`config.mk`:
```
export PLATFORM = sky130hd
export DESIGN_NAME = subkey_demux_16_flat
export DESIGN_NICKNAME = d
export VERILOG_FILES = /design/src/rtl/subkey_demux_16_if.sv /design/src/rtl/subkey_demux_16.sv /design/src/flat_wrapper.sv
export SDC_FILE = /design/constraint.sdc
export NUM_CORES = 1
export LEC_CHECK = 0
export BUFFER_PORTS_ARGS = -buffer_cell sky130_fd_sc_hd__buf_2
export CORE_AREA = 2 2 324 326
export CTS_CLUSTER_SIZE = 30
export DETAILED_ROUTE_END_ITERATION = 12
export DIE_AREA = 0 0 326 328
export PLACE_DENSITY = 0.52
export SLEW_MARGIN = 20
export SYNTH_ARGS = -nofsm -noshare
export SYNTH_HDL_FRONTEND = slang
export SYNTH_SLANG_ARGS = --single-unit
```
`constraint.sdc`:
```
create_clock -name clk -period 7.4 [get_ports clk]
set_input_delay 1.11 -clock clk [delete_from_list [all_inputs] [get_ports clk]]
set_output_delay 1.11 -clock clk [all_outputs]
set_load 0.02 [all_outputs]
```
`src/rtl/subkey_demux_16_if.sv`:
```
// Handshake and slot bus between the key schedule side and subkey_demux_16.
// The master drives subkeys in; the slave presents all 16 stored slots.
interface subkey_demux_16_if #(
  parameter int unsigned WIDTH = 48
);
  logic                  start;
  logic                  decrypt;
  logic                  in_valid;
  logic [WIDTH-1:0]      in_data;
  logic                  in_ready;
  logic [15:0]           slot_wr_en;
  logic [4:0]            wr_count;
  logic [16*WIDTH-1:0]   keys_flat;
  logic                  busy;
  logic                  loaded;

  modport master (
    output start, decrypt, in_valid, in_data,
    input  in_ready, slot_wr_en, wr_count, keys_flat, busy, loaded
  );

  modport slave (
    input  start, decrypt, in_valid, in_data,
    output in_ready, slot_wr_en, wr_count, keys_flat, busy, loaded
  );
endinterface

```
`src/rtl/subkey_demux_16.sv`:
```
// Routes a stream of 16 DES round subkeys into 16 parallel slots, ascending
// for encryption and descending for decryption, so slot r always holds round r.
module subkey_demux_16 #(
  parameter int unsigned WIDTH = 48
) (
  input logic               clk,
  input logic               rst,
  subkey_demux_16_if.slave  bus
);
  localparam int unsigned NSLOT = 16;
  localparam int unsigned CW    = 5;
  localparam int unsigned IW    = 4;

  typedef enum logic [1:0] {IDLE, LOAD, DONE} state_t;

  state_t            state;
  state_t            state_next;
  logic              dir;
  logic [CW-1:0]     count;
  logic [WIDTH-1:0]  slots [NSLOT];
  logic              busy_q;
  logic              loaded_q;
  logic              ready;
  logic              accept;
  logic [IW-1:0]     idx;
  logic [NSLOT-1:0]  wr_en;

  // State register; busy/loaded are registered decodes of the next state.
  always_ff @(posedge clk) begin
    if (rst) begin
      state    <= IDLE;
      busy_q   <= 1'b0;
      loaded_q <= 1'b0;
    end else begin
      state    <= state_next;
      busy_q   <= (state_next == LOAD);
      loaded_q <= (state_next == DONE);
    end
  end

  // Next state: start restarts from any state; the 16th accept completes.
  always_comb begin
    state_next = state;
    if (bus.start) begin
      state_next = LOAD;
    end else if (state == LOAD && accept && count == CW'(NSLOT - 1)) begin
      state_next = DONE;
    end
  end

  // Combinational handshake and one-hot slot strobe.
  always_comb begin
    ready  = 1'b0;
    accept = 1'b0;
    idx    = '0;
    wr_en  = '0;
    ready  = (state == LOAD) && !bus.start;
    accept = ready && bus.in_valid;
    idx    = dir ? (IW'(NSLOT - 1) - count[IW-1:0]) : count[IW-1:0];
    if (accept) begin
      wr_en = NSLOT'(1) << idx;
    end
  end

  // Beat counter, latched direction and slot storage.
  always_ff @(posedge clk) begin
    if (rst) begin
      count <= '0;
      dir   <= 1'b0;
      for (int k = 0; k < NSLOT; k++) begin
        slots[k] <= '0;
      end
    end else if (bus.start) begin
      count <= '0;
      dir   <= bus.decrypt;
    end else if (accept) begin
      count      <= count + CW'(1);
      slots[idx] <= bus.in_data;
    end
  end

  assign bus.in_ready   = ready;
  assign bus.slot_wr_en = wr_en;
  assign bus.wr_count   = count;
  assign bus.busy       = busy_q;
  assign bus.loaded     = loaded_q;

  for (genvar k = 0; k < NSLOT; k++) begin : g_flat
    assign bus.keys_flat[k*WIDTH +: WIDTH] = slots[k];
  end
endmodule

```
`src/flat_wrapper.sv`:
```
// flat-port wrapper written by rule: the top's interface ports become plain ports
module subkey_demux_16_flat 
#(
  parameter int unsigned WIDTH = 48
)
  (clk, rst, bus_start, bus_decrypt, bus_in_valid, bus_in_data, bus_in_ready, bus_slot_wr_en, bus_wr_count, bus_keys_flat, bus_busy, bus_loaded);
  subkey_demux_16_if #(.WIDTH(WIDTH)) bus_i ();
  input logic clk;
  input logic rst;
  input wire logic [$bits(bus_i.start)-1:0] bus_start;
  input wire logic [$bits(bus_i.decrypt)-1:0] bus_decrypt;
  input wire logic [$bits(bus_i.in_valid)-1:0] bus_in_valid;
  input wire logic [$bits(bus_i.in_data)-1:0] bus_in_data;
  output wire logic [$bits(bus_i.in_ready)-1:0] bus_in_ready;
  output wire logic [$bits(bus_i.slot_wr_en)-1:0] bus_slot_wr_en;
  output wire logic [$bits(bus_i.wr_count)-1:0] bus_wr_count;
  output wire logic [$bits(bus_i.keys_flat)-1:0] bus_keys_flat;
  output wire logic [$bits(bus_i.busy)-1:0] bus_busy;
  output wire logic [$bits(bus_i.loaded)-1:0] bus_loaded;
  assign bus_i.start = bus_start;
  assign bus_i.decrypt = bus_decrypt;
  assign bus_i.in_valid = bus_in_valid;
  assign bus_i.in_data = bus_in_data;
  assign bus_in_ready = bus_i.in_ready;
  assign bus_slot_wr_en = bus_i.slot_wr_en;
  assign bus_wr_count = bus_i.wr_count;
  assign bus_keys_flat = bus_i.keys_flat;
  assign bus_busy = bus_i.busy;
  assign bus_loaded = bus_i.loaded;
  subkey_demux_16 #(.WIDTH(WIDTH)) u_core (.clk(clk), .rst(rst), .bus(bus_i));
endmodule
```
==> flow_metrics.py, run 1 <==
metrics = {
    "status": {
        "status": "finished, final reports clean",
    },
    "global_route": {
        "grt_pass1_vias": 18800,
        "grt_pass1_wl_um": 151000,
        "grt_usage_pct": 20.1,
        "grt_max_degree": 101,
        "overflow": 0,
        "antenna_found_initial": 12,
    },
    "power": {
        "p_per_area_mw_per_mm2": 262,
        "p_leak_nw": 15.7,
        "p_switching_mw": 2.40,
        "clkPwrFrac_pct": 42.1,
        "comb_power_share_pct": 7.2,
        "netSwitchingFraction_pct": 24.2,
        "ir_drop_uv": 192,
        "cellInternalPower_mw": 7.50,
        "seq_power_share_pct": 50.7,
    },
    "synthesis": {
        "synth.avg_cell_area_um2": 15.6,
        "syn_inst": 1862,
        "ys_seq_area_share_pct": 80.0,
        "yosysWarnings": 0,
        "synth_seq_cells": 778,
        "synthArstFlopShare_pct": 0,
        "synth-edff-count": 768,
        "synth_ff_type": "edfxtp_1",
        "syn_area_mm2": 0.0291,
        "synth_nets": 1917,
        "ys_types": 41,
    },
    "timing": {
        "final.setup_skew_ns": 0.0291,
        "relSlewSlack_pct": 27.5,
        "min_period_ns": 4.30,
        "rsz0062_at_grt": "no",
        "fmax_mhz": 233,
        "hold_ws_ns": 0.525,
        "hold_violations": 0,
        "tightest_slew_ns": 1.08,
        "fin_crit_sh_pct": 58.1,
        "setup_viol": 0,
        "slew_viol_final": 0,
        "setup_tns_ns": 0,
    },
    "placement": {
        "dpl-instance-area_mm2": 0.0351,
        "dp_hpwl_um": 75400,
        "port-buffer-count": 844,
        "place_congestion": 0.805,
    },
    "clocking": {
        "cts_max_path_buffers": 3,
        "postCtsHoldBufs": 0,
        "clock-sinks": 778,
        "tritoncts": "built",
        "htree_levels": 3,
        "clk_latency_ns": 0.65,
        "post_cts_buffers": 0,
        "root_buffer": "clkbuf_16",
        "cts_buffers": 86,
        "path_clk_slew_ns": 0.06,
        "cts_resized": 0,
    },
    "setup_path": {
        "rr_worst_depth": 6,
        "cp_max_fo": 40,
        "worstPathRequired_ns": 6.29,
        "setup.worst_path.class": "in2out",
        "cp-end-kind": "primary output",
        "start_kind": "primary input",
        "arrival_ns": 3.19,
    },
    "drt": {
        "drt-vias-per-instance": 4.71,
        "drcViolationCount": 0,
        "drt_pre_antenna_iters": 5,
        "wl_um": 112000,
        "ant_nets": 0,
        "via_count": 19500,
        "drt_iter0_markers": 1721,
        "wl_per_cell_um": 27.0,
    },
    "floorplanning": {
        "io_pins": 845,
        "placementRows": 118,
        "die_height_um": 328,
        "initial_core_util_pct": 28.2,
        "fp.coreArea_mm2": 0.103,
        "dieArea_mm2": 0.107,
        "die_x_um": 326,
    },
    "finish": {
        "areaGrowthSynthToFinish_pct": 29.8,
        "drive_gt1_share_pct": 39.3,
        "final_core_util_pct": 36.6,
        "nFillCells": 9971,
        "final_common_cell": "buf_2",
        "final_cell_mix": "buf_2 (844), edfxtp_1 (768), nor2_1 (400)",
        "fin_area_mm2": 0.0377,
        "nets": 2747,
    },
    "worst_hold_path": {
        "min_path_type": "reg2reg",
        "min_path_cells": 2,
    },
    "flow_run": {
        "cap_violations": 0,
    },
}
flip-flops by register name, summed over array words and instances, names as in the netlist:
signal               flops
u_core.slots           768
u_core.bus.wr_count      5
u_core.state             2
u_core.bus.busy          1
u_core.bus.loaded        1
u_core.dir               1
cell usage after synthesis, drive strengths merged (4+ instances only):
cell	count	share of area (%)
o211a	4	0.14
nor3	13	0.22
and3	292	6.3
buf	58	1.1
a21oi	6	0.10
nand3	49	0.84
nor3b	99	3.2
dfxtp	10	0.69
clkbuf	88	1.1
o31ai	8	0.21
a22oi	6	0.15
inv	4	0.052
nor2b	6	0.13
nor2	402	5.2
edfxtp	768	79
nand2	4	0.052
o21ai	14	0.25
and2	5	0.11
cells by family (layout without fill, tap and decap cells):
logic type	Yosys count	after routing	share of synthesized area [%]
AOI/OAI and AO/OA	46	46	1.09
xor gates and xnor gates	1	1	0.0301
adders and majority gates	2	2	0.0860
buffers and inverters	150	1044	2.31
DFF	778	778	80.0
muxes	3	3	0.108
other	0	3	0
and+or+nand+nor	882	882	16.4
power groups by stage:
stage	sequential, mW	clock (mW)	combinational, mW
5_1_grt	5.04	4.39	0.744
2_1_floorplan	5.35	0	0.128
4_1_cts	5.03	4.24	0.727
3_5_place_dp	5.12	0	0.727
6_report	5.03	4.17	0.711
3_3_place_gp	5.11	0	0.726
layer usage:
layer	track usage, %	vias to the layer above	share of wire (%)	wire length, um
li1	-	8527	-	-
met1	25.7	9881	41	45900
met2	32.5	948	47	53100
met3	6.42	148	8.7	9740
met4	6.18	0	2.8	3110
met5	0	-	0	0
area by class of cell:
type	instances	area [um2]	area share, %
Antenna cell	3	7.51	0.0199
Clock buffer	120	2410	6.37
Clock inverter	32	263	0.696
Inverter	4	16.3	0.0431
Multi-Input combinational cell	934	5500	14.6
Sequential cell	778	23300	61.6
Tap cell	1380	1730	4.57
Timing Repair Buffer	888	4560	12.1
worst max-delay path, cell delays in order:
cell	delay, ns
buf_2	0.13
and4bb_2	0.64
buf_4	0.51
o21ai_2	0.36
nor2_1	0.21
buf_2	0.19
path summary, 6_finish.rpt:
kind	startpoint	endpoint	slack, ns
setup / recovery	bus_start	bus_slot_wr_en[11]	3.10
hold / removal	u_core.bus.wr_count[4]$_SDFFE_PP0P_	u_core.bus.wr_count[4]$_SDFFE_PP0P_	0.53
hold reg to reg	u_core.bus.wr_count[4]$_SDFFE_PP0P_	u_core.bus.wr_count[4]$_SDFFE_PP0P_	0.53
setup reg to reg	u_core.state[1]$_SDFF_PP0_	u_core.slots[9][38]$_SDFFCE_PN0P_	3.93
stage by stage:
step	power [mW]	instances	setup WS [ns]
detailed placement	5.84	3984	3.01
global route	10.2	4136	2.99
CTS	10.0	4136	3.05
finish	9.91	4139	3.10
global placement	5.84	3982	3.05
floorplan	5.48	1862	1.60
No activity file was read; power rests on OpenSTA's default activity.
==> run 2: changes to the inputs <==
==> constraint.sdc (replaced) <==
create_clock -name clk -period 4.5 [get_ports clk]
set_input_delay 0.675 -clock clk [delete_from_list [all_inputs] [get_ports clk]]
set_output_delay 0.675 -clock clk [all_outputs]
set_load 0.02 [all_outputs]
==> run 2 against run 1 <==
Effect of this change: register-to-register slack worse by 2.4 ns; sequential share of layout area decreased by 0.40 points; sequential power rose by 64%; sequential cell count did not move; non-clock buffer count is 13 higher; worst setup slack lost 2.1 ns; combinational power increased by 66%.
==> flow_metrics.py, run 2 (synthesis gave the netlist of run 1 again) <==
metrics = {
    "global_route": {
        "grt_pass1_vias": 18900,
        "antenna_found_initial": 12,
        "overflow": 0,
        "grt_max_degree": 89,
        "grt_usage_pct": 20.1,
        "grt_pass1_wl_um": 152000,
    },
    "floorplanning": {
        "initial_core_util_pct": 28.2,
        "fp.coreArea_mm2": 0.103,
        "die_x_um": 326,
        "placementRows": 118,
        "dieArea_mm2": 0.107,
        "die_height_um": 328,
        "io_pins": 845,
    },
    "setup_path": {
        "setup.worst_path.class": "reg2out",
        "r2r_slack_ns": 1.51,
        "cp-end-kind": "primary output",
        "slowest_stage": "dfxtp_1",
        "slowest_delay_ns": 0.85,
        "start_kind": "flop",
        "cp_max_fo": 22,
        "path_cells": "or3b_1, and2_1, nor2_1, buf_2",
        "worstPathRequired_ns": 3.83,
        "arrival_ns": 2.83,
    },
    "placement": {
        "dp_hpwl_um": 76600,
        "port-buffer-count": 844,
        "dpl-instance-area_mm2": 0.0353,
        "place_congestion": 0.786,
    },
    "clocking": {
        "clock-sinks": 778,
        "tritoncts": "built",
        "post_cts_buffers": 0,
        "htree_levels": 3,
        "cts_buffers": 86,
        "root_buffer": "clkbuf_16",
        "path_clk_slew_ns": 0.05,
        "postCtsHoldBufs": 0,
        "clk_latency_ns": 0.66,
        "cts_resized": 0,
        "cts_max_path_buffers": 3,
    },
    "drt": {
        "wl_per_cell_um": 26.9,
        "via_count": 19500,
        "ant_nets": 0,
        "drt_iter0_markers": 1952,
        "drt-vias-per-instance": 4.69,
        "drcViolationCount": 0,
        "wl_um": 111000,
        "drt_pre_antenna_iters": 5,
    },
    "timing": {
        "tightest_slew_ns": 1.10,
        "hold_ws_ns": 0.312,
        "relSlewSlack_pct": 26.5,
        "setup_viol": 0,
        "rsz0062_at_grt": "no",
        "hold_violations": 0,
        "fin_crit_sh_pct": 77.8,
        "fmax_mhz": 286,
        "slew_viol_final": 0,
        "final.setup_skew_ns": 0.0235,
        "min_period_ns": 3.50,
    },
    "finish": {
        "largest-register": "u_core.slots",
        "areaGrowthSynthToFinish_pct": 30.6,
        "largest_reg_flops": 768,
        "drive_gt1_share_pct": 39.7,
        "nets": 2760,
        "fin_area_mm2": 0.0380,
        "nFillCells": 10000,
        "final_cell_mix": "buf_2 (844), edfxtp_1 (768), nor2_1 (400)",
        "final_common_cell": "buf_2",
    },
    "power": {
        "p_leak_nw": 15.8,
        "ir_drop_uv": 292,
        "power_mw": 16.4,
        "p_per_area_mw_per_mm2": 431,
    },
    "status": {
        "status": "finished, final reports clean",
    },
    "worst_hold_path": {
        "min_path_type": "in2reg",
    },
    "flow_run": {
        "cap_violations": 0,
    },
}
## run 2: changes by cell type in the layout (fill, tap and decap cells not counted), sizes merged
cell and change:
bufinv +4, clkinv +10, diode +3, buf +13, clkbuf -16, inv -1, clkinvlp -1
## run 2: layer usage
layer  GRT usage, %  part of all wire (%)  vias to the layer above
li1               -                     -                     8556
met1           26.2                    42                     9827
met4           6.45                   2.7                        0
met3           5.94                   8.8                      142
met5              0                     0                        -
met2           32.2                    47                      934
## run 2: worst paths after layout
| path | start | cells after the start | to |
|---|---|---|---|
| max | u_core.dir$_SDFFE_PP0P_ | 4 | bus_slot_wr_en[11] |
| min | bus_decrypt | 3 | u_core.dir$_SDFFE_PP0P_ |
| max reg2reg | u_core.dir$_SDFFE_PP0P_ | 4 | u_core.slots[11][10]$_SDFFCE_PN0P_ |
| min reg2reg | u_core.bus.wr_count[4]$_SDFFE_PP0P_ | 2 | u_core.bus.wr_count[4]$_SDFFE_PP0P_ |
## run 2: worst max-delay path, delay by kind of cell (launching register included)
family / cells / cell delay, ns
and+or+nand+nor: 3 / 1.11
DFF: 1 / 0.85
buffers and inverters: 1 / 0.22
## run 2: metrics by stage
step	setup slack (ns)	instances	util, %	setup TNS (ns)
after floorplan	-0.862	1862	-	-652.93
after global placement	1.30	3997	34.2	0
after detailed placement	1.26	3997	34.2	0
after CTS	0.931	4145	36.8	0
after global routing	0.794	4145	36.8	0
final	0.999	4151	36.8	0
## run 2: final cells by class
| class | instances | area (um2) | share of cell area [%] |
|---|---|---|---|
| flip-flops and latches | 778 | 23300 | 61.2 |
| inverters | 4 | 16.3 | 0.0428 |
| multi-input cells | 934 | 5500 | 14.5 |
| repair buffers | 901 | 4750 | 12.5 |
| well taps | 1380 | 1730 | 4.54 |
| clock buffers | 104 | 2260 | 5.95 |
| clock inverters | 44 | 458 | 1.21 |
| diodes | 6 | 15.0 | 0.0395 |
## run 2: report_power, final
part / internal (mW) / switching [mW] / total, mW
Sequential: 8.19 / 0.0731 / 8.26
Combinational: 0.255 / 0.928 / 1.18
Clock: 3.99 / 2.96 / 6.95
